--- config.mk ---
export PLATFORM = sky130hd
export DESIGN_NAME = reg_file_mp_flat
export DESIGN_NICKNAME = d
export VERILOG_FILES = /design/src/rtl/rv32_pkg.sv /design/src/rtl/reg_file_mp_if.sv /design/src/rtl/rf_scoreboard.sv /design/src/rtl/reg_file_mp.sv /design/src/flat_wrapper.sv
export SDC_FILE = /design/constraint.sdc
export NUM_CORES = 1
export LEC_CHECK = 0
export BUFFER_PORTS_ARGS = -buffer_cell sky130_fd_sc_hd__buf_4
export CAP_MARGIN = 30
export CORE_MARGIN = 2
export CORE_UTILIZATION = 40
export CTS_CLUSTER_SIZE = 8
export DETAILED_ROUTE_END_ITERATION = 16
export SYNTH_ARGS = -nofsm -noshare
export SYNTH_HDL_FRONTEND = slang
export SYNTH_HIERARCHICAL = 1
export SYNTH_SLANG_ARGS = --single-unit
--- constraint.sdc ---
create_clock -name CLK -period 5.3 [get_ports CLK]
set_input_delay 0 -clock CLK [delete_from_list [all_inputs] [get_ports CLK]]
set_output_delay 0 -clock CLK [all_outputs]
set_load 0.03 [all_outputs]
--- src/rtl/rv32_pkg.sv ---
// Shared definitions for the RV32IM pipeline register file and its helpers.
package rv32_pkg;

  localparam int XLEN_DEF = 32;
  localparam int REGS_DEF = 32;

  typedef enum logic [0:0] {
    RF_CLEAR = 1'b0,
    RF_RUN   = 1'b1
  } rf_state_t;

endpackage

--- src/rtl/reg_file_mp_if.sv ---
// ID/WB-side bus of the multi-port register file: reads, write-back and issue.
interface reg_file_mp_if #(
  parameter int XLEN  = rv32_pkg::XLEN_DEF,
  parameter int DEPTH = rv32_pkg::REGS_DEF,
  parameter int NRD   = 2
);
  localparam int AW = $clog2(DEPTH);

  logic                READY;
  logic [NRD*AW-1:0]   RD_ADDR;
  logic [NRD*XLEN-1:0] RD_DATA;
  logic [NRD-1:0]      RD_BUSY;
  logic                WR_EN;
  logic [AW-1:0]       WR_ADDR;
  logic [XLEN-1:0]     WR_DATA;
  logic                ISSUE_EN;
  logic [AW-1:0]       ISSUE_ADDR;

  modport master (
    input  READY, RD_DATA, RD_BUSY,
    output RD_ADDR, WR_EN, WR_ADDR, WR_DATA, ISSUE_EN, ISSUE_ADDR
  );

  modport slave (
    output READY, RD_DATA, RD_BUSY,
    input  RD_ADDR, WR_EN, WR_ADDR, WR_DATA, ISSUE_EN, ISSUE_ADDR
  );
endinterface

--- src/rtl/rf_scoreboard.sv ---
// Per-register busy flags: set on issue, cleared on write-back, set wins on collision.
module rf_scoreboard #(
  parameter int DEPTH = rv32_pkg::REGS_DEF,
  parameter int AW    = $clog2(DEPTH)
) (
  input  logic             CLK,
  input  logic             RESET,
  input  logic             en_i,
  input  logic             set_en_i,
  input  logic [AW-1:0]    set_addr_i,
  input  logic             clr_en_i,
  input  logic [AW-1:0]    clr_addr_i,
  output logic [DEPTH-1:0] busy_o
);

  logic [DEPTH-1:0] busy_q;
  logic [DEPTH-1:0] busy_d;

  always_comb begin
    busy_d = busy_q;
    if (en_i) begin
      if (clr_en_i) busy_d[clr_addr_i] = 1'b0;
      // Applied after the clear so a new producer supersedes the completing one.
      if (set_en_i) busy_d[set_addr_i] = 1'b1;
    end
    busy_d[0] = 1'b0;
  end

  always_ff @(posedge CLK) begin
    if (RESET) busy_q <= '0;
    else       busy_q <= busy_d;
  end

  assign busy_o = busy_q;

endmodule

--- src/rtl/reg_file_mp.sv ---
// Multi-read-port integer register file with write bypass, zero register,
// busy scoreboard and a one-entry-per-cycle clear sequence after reset.
module reg_file_mp
  import rv32_pkg::*;
#(
  parameter int XLEN  = XLEN_DEF,
  parameter int DEPTH = REGS_DEF,
  parameter int NRD   = 2
) (
  input  logic         CLK,
  input  logic         RESET,
  reg_file_mp_if.slave bus
);

  localparam int AW = $clog2(DEPTH);
  localparam logic [AW:0] CLR_LAST = (AW+1)'(DEPTH - 1);

  rf_state_t       state_q, state_d;
  logic [AW:0]     clr_ptr_q, clr_ptr_d;
  logic [XLEN-1:0] regs_q [DEPTH];
  logic            run;
  logic            clr_we;
  logic            wr_ok;
  logic [DEPTH-1:0] busy;

  always_ff @(posedge CLK) begin
    if (RESET) begin
      state_q   <= RF_CLEAR;
      clr_ptr_q <= '0;
    end else begin
      state_q   <= state_d;
      clr_ptr_q <= clr_ptr_d;
    end
  end

  always_comb begin
    state_d   = state_q;
    clr_ptr_d = clr_ptr_q;
    case (state_q)
      RF_CLEAR: begin
        clr_ptr_d = clr_ptr_q + 1'b1;
        if (clr_ptr_q == CLR_LAST) state_d = RF_RUN;
      end
      RF_RUN:  state_d = RF_RUN;
      default: state_d = RF_CLEAR;
    endcase
  end

  always_comb begin
    run    = 1'b0;
    clr_we = 1'b0;
    case (state_q)
      RF_CLEAR: clr_we = 1'b1;
      RF_RUN:   run    = 1'b1;
      default:  clr_we = 1'b0;
    endcase
  end

  assign bus.READY = run;
  assign wr_ok     = run && !RESET && bus.WR_EN && (bus.WR_ADDR != '0);

  always_ff @(posedge CLK) begin
    if (clr_we)     regs_q[clr_ptr_q[AW-1:0]] <= '0;
    else if (wr_ok) regs_q[bus.WR_ADDR]       <= bus.WR_DATA;
  end

  rf_scoreboard #(.DEPTH(DEPTH), .AW(AW)) u_sb (
    .CLK        (CLK),
    .RESET      (RESET),
    .en_i       (run),
    .set_en_i   (bus.ISSUE_EN && (bus.ISSUE_ADDR != '0)),
    .set_addr_i (bus.ISSUE_ADDR),
    .clr_en_i   (bus.WR_EN && (bus.WR_ADDR != '0)),
    .clr_addr_i (bus.WR_ADDR),
    .busy_o     (busy)
  );

  for (genvar i = 0; i < NRD; i++) begin : g_rd
    logic [AW-1:0] addr;
    logic          hit;
    assign addr = bus.RD_ADDR[i*AW +: AW];
    assign hit  = bus.WR_EN && (bus.WR_ADDR == addr);
    assign bus.RD_DATA[i*XLEN +: XLEN] = (!run || addr == '0) ? '0 :
                                         hit ? bus.WR_DATA : regs_q[addr];
    assign bus.RD_BUSY[i] = run && busy[addr] && !hit;
  end

endmodule

--- src/flat_wrapper.sv ---
// flat-port wrapper written by rule: the top's interface ports become plain ports
module reg_file_mp_flat import rv32_pkg::*;
#(
  parameter int XLEN  = XLEN_DEF,
  parameter int DEPTH = REGS_DEF,
  parameter int NRD   = 2
)
  (CLK, RESET, bus_READY, bus_RD_DATA, bus_RD_BUSY, bus_RD_ADDR, bus_WR_EN, bus_WR_ADDR, bus_WR_DATA, bus_ISSUE_EN, bus_ISSUE_ADDR);
  reg_file_mp_if #(.XLEN(XLEN), .DEPTH(DEPTH), .NRD(NRD)) bus_i ();
  input  logic CLK;
  input  logic RESET;
  output wire logic [$bits(bus_i.READY)-1:0] bus_READY;
  output wire logic [$bits(bus_i.RD_DATA)-1:0] bus_RD_DATA;
  output wire logic [$bits(bus_i.RD_BUSY)-1:0] bus_RD_BUSY;
  input wire logic [$bits(bus_i.RD_ADDR)-1:0] bus_RD_ADDR;
  input wire logic [$bits(bus_i.WR_EN)-1:0] bus_WR_EN;
  input wire logic [$bits(bus_i.WR_ADDR)-1:0] bus_WR_ADDR;
  input wire logic [$bits(bus_i.WR_DATA)-1:0] bus_WR_DATA;
  input wire logic [$bits(bus_i.ISSUE_EN)-1:0] bus_ISSUE_EN;
  input wire logic [$bits(bus_i.ISSUE_ADDR)-1:0] bus_ISSUE_ADDR;
  assign bus_READY = bus_i.READY;
  assign bus_RD_DATA = bus_i.RD_DATA;
  assign bus_RD_BUSY = bus_i.RD_BUSY;
  assign bus_i.RD_ADDR = bus_RD_ADDR;
  assign bus_i.WR_EN = bus_WR_EN;
  assign bus_i.WR_ADDR = bus_WR_ADDR;
  assign bus_i.WR_DATA = bus_WR_DATA;
  assign bus_i.ISSUE_EN = bus_ISSUE_EN;
  assign bus_i.ISSUE_ADDR = bus_ISSUE_ADDR;
  reg_file_mp #(.XLEN(XLEN), .DEPTH(DEPTH), .NRD(NRD)) u_core (.CLK(CLK), .RESET(RESET), .bus(bus_i));
endmodule
# Word-level counts from Yosys, hierarchy flattened
# Memory sizes are Yosys's and may differ from the RTL's.
# Index checks and enable logic that the tools add are counted.
# W data, S select, Z words.
# word_totals
regBits	39
ramBits	1024
input_bits	56
memories	1
# mem_list
memory	words	word_bits	read_ports	rd_ports_with_merged_regs	write_ports	line_no	text
u_core.regs_q	32	32	2	0	1	reg_file_mp.sv:20	logic [XLEN-1:0] regs_q [DEPTH];
# classes
n_addsub	1
order_cmp	6
n_eq_ne	3
muxes	25
bitwise_logic	4
n_reduce_logical	24
# ops
op	count
$mux W32	8
$and A32 B32 Y32	1
$not A32 Y32	1
$or A32 B32 Y32	1
$reduce_or A32 Y1	1
$lt A5 B6 Y1 const B	4
$logic_and A1 B1 Y1	13
$mux W1	11
$bmux W1 S5	2
$demux W1 S5	2
$eq A5 B5 Y1	2
$ge A5 B1 Y1 const B	2
$logic_not A5 Y1	2
$reduce_bool A5 Y1	2
$add A6 B1 Y6 const B	1
$eq A6 B5 Y1 const B	1
$mux W5	1
$logic_not A1 Y1	4
$logic_or A1 B1 Y1	2
$pmux W1 S2	1
$not A1 Y1	1

# Logic depth before layout (Yosys ltp)
# logic_depth
depth_word	10
mapped_depth	9
depth_no_buf	5

# Cells and area by module
# The synthesis kept the hierarchy.
# by_module_without_submodules
module	n_inst	cells_each	area_per_inst_um2	seq_area_each_um2
reg_file_mp	1	2821	49730.2	30889.6
rf_scoreboard	1	158	1355.0	620.6

# Worst setup path before layout
# No wires, ideal clock.
# synth_path
kind	reg-to-reg
startpoint	register u_core.state_q
endpoint	memory u_core/regs_q[24][0] in the netlist's numbering (enable)
setup_ns	0.421
t_arrival_ns	2.948
required_time_ns	4.879
path_slack_ns	1.931
stages_incl_launch_ff	7
n_path_buf	2
path_cell_list	dfxtp_1 -> o2111a_1 -> buf_6 -> buf_12 -> mux2i_4 -> nand2_2 -> nor2_1
# synth_between
elab_chain_cells	9
elab_cells_between_ends	11
# synth_rtl
element	line_no	text
from (decl)	reg_file_mp.sv:18	rf_state_t state_q, state_d;
from (signal assigned)	reg_file_mp.sv:31	state_q <= state_d;
$mux W1	reg_file_mp.sv:52	case (state_q)
$logic_and A1 B1 Y1 (3 in a row)	reg_file_mp.sv:60	assign wr_ok = run && !RESET && bus.WR_EN && (bus.WR_ADDR != '0);
$mux W1	reg_file_mp.sv:64	else if (wr_ok) regs_q[bus.WR_ADDR] <= bus.WR_DATA;
$mux W1	reg_file_mp.sv:63	if (clr_we) regs_q[clr_ptr_q[AW-1:0]] <= '0;
$mux W1 (not written as such)	reg_file_mp.sv:64	
$reduce_or A32 Y1 (no line)	n/a	
$mux W5 (no line) or $mux W1 (tied branches)	n/a	
to (decl)	reg_file_mp.sv:20	
# Several ways; a longest one is shown, not always the timed one.

# Worst setup path in the final report
# layout_path
startpoint	register u_core.state_q
endpoint	output port bus_RD_DATA[61]
# layout_between
elab_chain_cells	4
# layout_rtl
element	line_no	text
$mux W1	reg_file_mp.sv:52	
$logic_not A1 Y1	reg_file_mp.sv:83	assign bus.RD_DATA[i*XLEN +: XLEN] = (!run || addr == '0) ? '0 :
$logic_or A1 B1 Y1	reg_file_mp.sv:83	
$mux W32	reg_file_mp.sv:83	
to (decl)	flat_wrapper.sv:13	output wire logic [$bits(bus_i.RD_DATA)-1:0] bus_RD_DATA;
# Every way passes these cells.

==> qor_table.md <==
| Parameter | This run |
|---|---|
| Worst Setup Slack post-DPL | 1.708 ns |
| Crit end category | primary output |
| Number of distinct library cells after synthesis | 66 |
| Category of cells accounting for the largest share of critical-path delay | compound AO/OA/AOI/OAI gates |
| Non-filler cells in the finished layout | 4879 |
| Port bufs | 122 |
| Die Span X | 361.4 um |
| Syn. warnings | 6 |
| Post-DR vias/cell | 6.591 |
| Instance count after placement with tap cells included | 4631 |
| Starting utilization of the core area | 40.16% |
| #FFs+latches synth | 1062 |
| Global routing usage summed across all routing layers | 24.47% |
| Final non-filler cell area | 0.05941 mm2 |
| Pin count of the biggest net entering global routing | 126 |
| Clock tree from TritonCTS | done |
| Layout overhead on the synthesized area | 16.29% |
| Clock tree skew after final layout | 0.02837 ns |
| Worst setup path class | reg -> out |
| Post-synthesis area per instance | 17.15 um2 |
| Resized cells post-CTS | 0 |
| Worst setup margin | 1.470 ns |
| RR Startpoint | u_core/state_q |
| Main flop type after synthesis | sky130_fd_sc_hd__edfxtp_1 |
| Number of stages on the worst setup path | 7 |
| Cell at the root of the clock tree | sky130_fd_sc_hd__clkbuf_16 |
| Number of maximum-capacitance violations | 0 |
| Seq/Total Area, Yosys | 61.68% |
| Hold Vio Cnt, Final | 0 |
| Cells along the critical path | buf_4, a21boi_0, o311ai_4, buf_4, a211oi_1, a211o_1, buf_4 |
| CTS H-Tree Depth | 4 |
| Largest stage delay on the critical path | 0.81 ns |
| Fraction of layout instances using a drive strength above 1 | 26.19% |
| TNS Setup | 0 ns |
| Worst path buffer plus inverter count | 3 |
| Die Outline Area | 0.1306 mm2 |
| Reg area | 0.03151 mm2 |
| Standard cell with the maximum stage delay on the critical path | sky130_fd_sc_hd__a211oi_1 |
| Number of endpoints failing setup at the final stage | 0 |
| Global route total overflow | 0 |
| Clock-pin slew on the worst setup and hold paths | 0.05 ns |
| Highest fanout seen on the critical path | 31 |
| Run status | complete, no violations |
| Number of DRC violations after detailed routing | 0 |
| Min-Delay Startpoint | bus_WR_DATA[11] |
| Area of the multi-input gates | 0.01878 mm2 |
| Simple-gate share of the synthesized area | 3.275% |
| Launching element type of the critical path | flop |
| Tightest Hold Check Type | in -> reg |
| Detailed-router iteration count before antenna repair | 6 |
| Worst-margin pin slew | 1.134 ns |
| Leakage Power | 21.58 nW |
| Beginning of the critical path | u_core/state_q |
| Global-route wire length before repair | 231.0 mm |
| Post-synth ARST share | 0% |
| Number of vias in the routed layout | 32157 |
| Area of placed instances | 0.05450 mm2 |
| Final routed wire length divided by cell count | 33.18 um |
| Most used cell, CP | sky130_fd_sc_hd__buf_4 |
| Antenna violations before repair | 1 |
| Setup repair after global routing missed its margin | false |
| Netlist area before placement | 0.05109 mm2 |
| Syn nets | 3036 |
| Vias in the first global route | 33067 |
| Wirelength, routed | 161.9 mm |
| Fraction of synthesized area in multiplexers | 23.60% |
| Post-Synth XOR/XNOR Area | 0.2572% |
| Number of nets with antenna violations after routing | 0 |
| Power Dens Cells | 323.9 mW/mm2 |
| Number of cells on the worst reg-to-reg path | 6 |
| Post-Synth Adder-Cell Area | 0.02449% |
| Post-layout total power | 19.24 mW |
| Number of pins exceeding their max-slew limit in the final report | 0 |
| Skew-Pair Late Insertion Delay | 0.76 ns |
| WHS | 0.06005 ns |
| Largest vdd supply drop | 332.3 uV |
| Row count | 131 |
| I/O pin count | 123 |
| Rel. slew slack | 24.42% |
| Synthesized netlist cell count | 2979 |
| Fillers | 10678 |
| Detailed Place HPWL | 99.51 mm |
| Minimum clock period after layout | 3.830 ns |
| Worst Hold Depth | 2 |
| Fraction of the core area covered by cells at the end of the flow | 46.71% |
| Detailed router's first-iteration violation count | 3892 |
| Achievable clock frequency | 261.1 MHz |
| Largest family of logic cells by synthesized area | multiplexers |
| Area of the core region | 0.1272 mm2 |
| Number of buffers on the longest clock path | 3 |
| Die span in y | 361.4 um |
| EDFF count, synth | 1024 |
| Total clock sinks | 1062 |
| Weighted congestion at the end of routability-driven global placement | 0.8968 |
| Num CTS Buffers | 151 |
| # nets final | 3244 |
| Arrival time worst endpoint | 3.83 ns |
| Final critical-path share of the clock period | 72.27% |
| Post-synthesis compound-gate area fraction | 8.942% |
| Worst path required time | 5.30 ns |
[registers in the layout, summed over array words and instances (netlist names)]
| signal | count |
|---|---|
| u_core/state_q | 1 |
| u_core/clr_ptr_q | 6 |
| u_core/u_sb/busy_o | 31 |
| u_core/regs_q | 1024 |
[kinds of logic after synthesis]
kind of cell / count (synthesis)
DFF: 1062
xor gates and xnor gates: 15
adders and majority gates: 1
and+or+nand+nor: 294
muxes: 738
other: 1
buffers and inverters: 250
AOI/OAI and AO/OA: 618
[path summary, 6_finish.rpt]
| check | slack (ns) | to |
|---|---|---|
| max | 1.47 | bus_RD_DATA[61] |
| min | 0.06 | u_core/regs_q[14][11] |
| max reg2reg | 1.73 | u_core/regs_q[13][7] |
| min reg2reg | 0.53 | u_core/clr_ptr_q[5] |
[synth_stat cells, drive strengths merged, types with 2 or more instances]
cell type     n  area, um2
nand2        31      131.4
o21ai        66      330.3
nand3b        8      60.06
mux2          4      52.55
a221oi      160       1401
a22oi        65      488.0
nand4         3      18.77
clkbuf      127      476.7
nor3         38      200.2
o21bai       62      465.5
nand3         9      45.04
o21a          2      15.01
or3b          4      35.03
mux4        369       8310
a211oi       63      473.0
or4           2      18.77
nor2         48      182.7
o311ai        2      17.52
a21oi        95      475.5
and2         33      209.0
xor2          5      43.79
and2b        12      90.09
edfxtp     1024      30750
nor2b        59      369.1
dfxtp        38      760.7
inv           7      26.27
xnor2        10      87.58
buf         116      629.4
nand4b        2      17.52
a22o         31      271.5
a211o        62      543.0
nand2b       36      225.2
or3           2      12.51
mux2i       365       3691
[worst reg2reg max path: cells and delay by family (launching register included)]
family	cells	cell delay, ns
simple gates	2	1.09
buf+inv	2	0.94
compound gates	1	0.54
flops	1	0.33
mux	1	0.32
[routing by layer]
layer | GRT usage [%] | vias to the layer above | wire length (um)
met5 | 0 | - | 12
met4 | 12.22 | 2 | 7928
met3 | 4.154 | 402 | 12820
met2 | 39.81 | 1814 | 78240
met1 | 31.83 | 16905 | 62870
li1 | - | 13034 | -
[cell usage in the layout (no fill, tap or decap), types with 4 or more instances in the layout]
cell type,synthesis,layout
sky130_fd_sc_hd__nand3b_1,8,8
sky130_fd_sc_hd__o21ai_0,53,53
sky130_fd_sc_hd__a211oi_1,63,63
sky130_fd_sc_hd__xnor2_1,10,10
sky130_fd_sc_hd__clkbuf_16,0,153
sky130_fd_sc_hd__and2_1,31,30
sky130_fd_sc_hd__buf_4,21,202
sky130_fd_sc_hd__a22o_1,31,31
sky130_fd_sc_hd__inv_1,6,5
sky130_fd_sc_hd__buf_16,0,11
sky130_fd_sc_hd__dlygate4sd3_1,0,57
sky130_fd_sc_hd__nand2_2,6,7
sky130_fd_sc_hd__mux4_2,369,369
sky130_fd_sc_hd__xor2_1,5,5
sky130_fd_sc_hd__edfxtp_1,1024,1024
sky130_fd_sc_hd__buf_8,0,11
sky130_fd_sc_hd__nand2_1,25,24
sky130_fd_sc_hd__mux2i_1,362,362
sky130_fd_sc_hd__nor2_4,0,34
sky130_fd_sc_hd__nand2b_1,36,36
sky130_fd_sc_hd__nor2_1,47,14
sky130_fd_sc_hd__inv_6,0,6
sky130_fd_sc_hd__a221oi_1,160,160
sky130_fd_sc_hd__a21oi_1,95,95
sky130_fd_sc_hd__and2b_1,12,12
sky130_fd_sc_hd__or3b_1,4,4
sky130_fd_sc_hd__clkbuf_1,127,12
sky130_fd_sc_hd__a211o_1,62,62
sky130_fd_sc_hd__dfxtp_1,38,38
sky130_fd_sc_hd__nand3_1,9,9
sky130_fd_sc_hd__o21bai_1,62,62
sky130_fd_sc_hd__o21ai_1,13,12
sky130_fd_sc_hd__buf_12,1,15
sky130_fd_sc_hd__a22oi_1,65,65
sky130_fd_sc_hd__nor3_1,36,36
sky130_fd_sc_hd__nor2b_1,59,56
[timing repair]
item | in CTS | in global routing
hold endpoints to repair | 584 | 120
setup buffers | 0 | 0
hold buffers | 51 | 6
[where the power goes]
group          total [mW]  switching [mW]  internal, mW
Sequential           9.23          0.0418          9.19
Clock                8.66            3.48          5.17
Combinational        1.36           0.804         0.552
[cell type report]
type	count	share of cell area [%]
Antenna cell	2	0.008424
Inverter	7	0.04633
Clock buffer	165	6.521
Sequential cell	1062	53.04
Tap cell	1662	3.500
Clock inverter	16	0.4212
Multi-Input combinational cell	1667	31.61
Timing Repair Buffer	298	4.848
No activity file was read; power rests on OpenSTA's default activity.
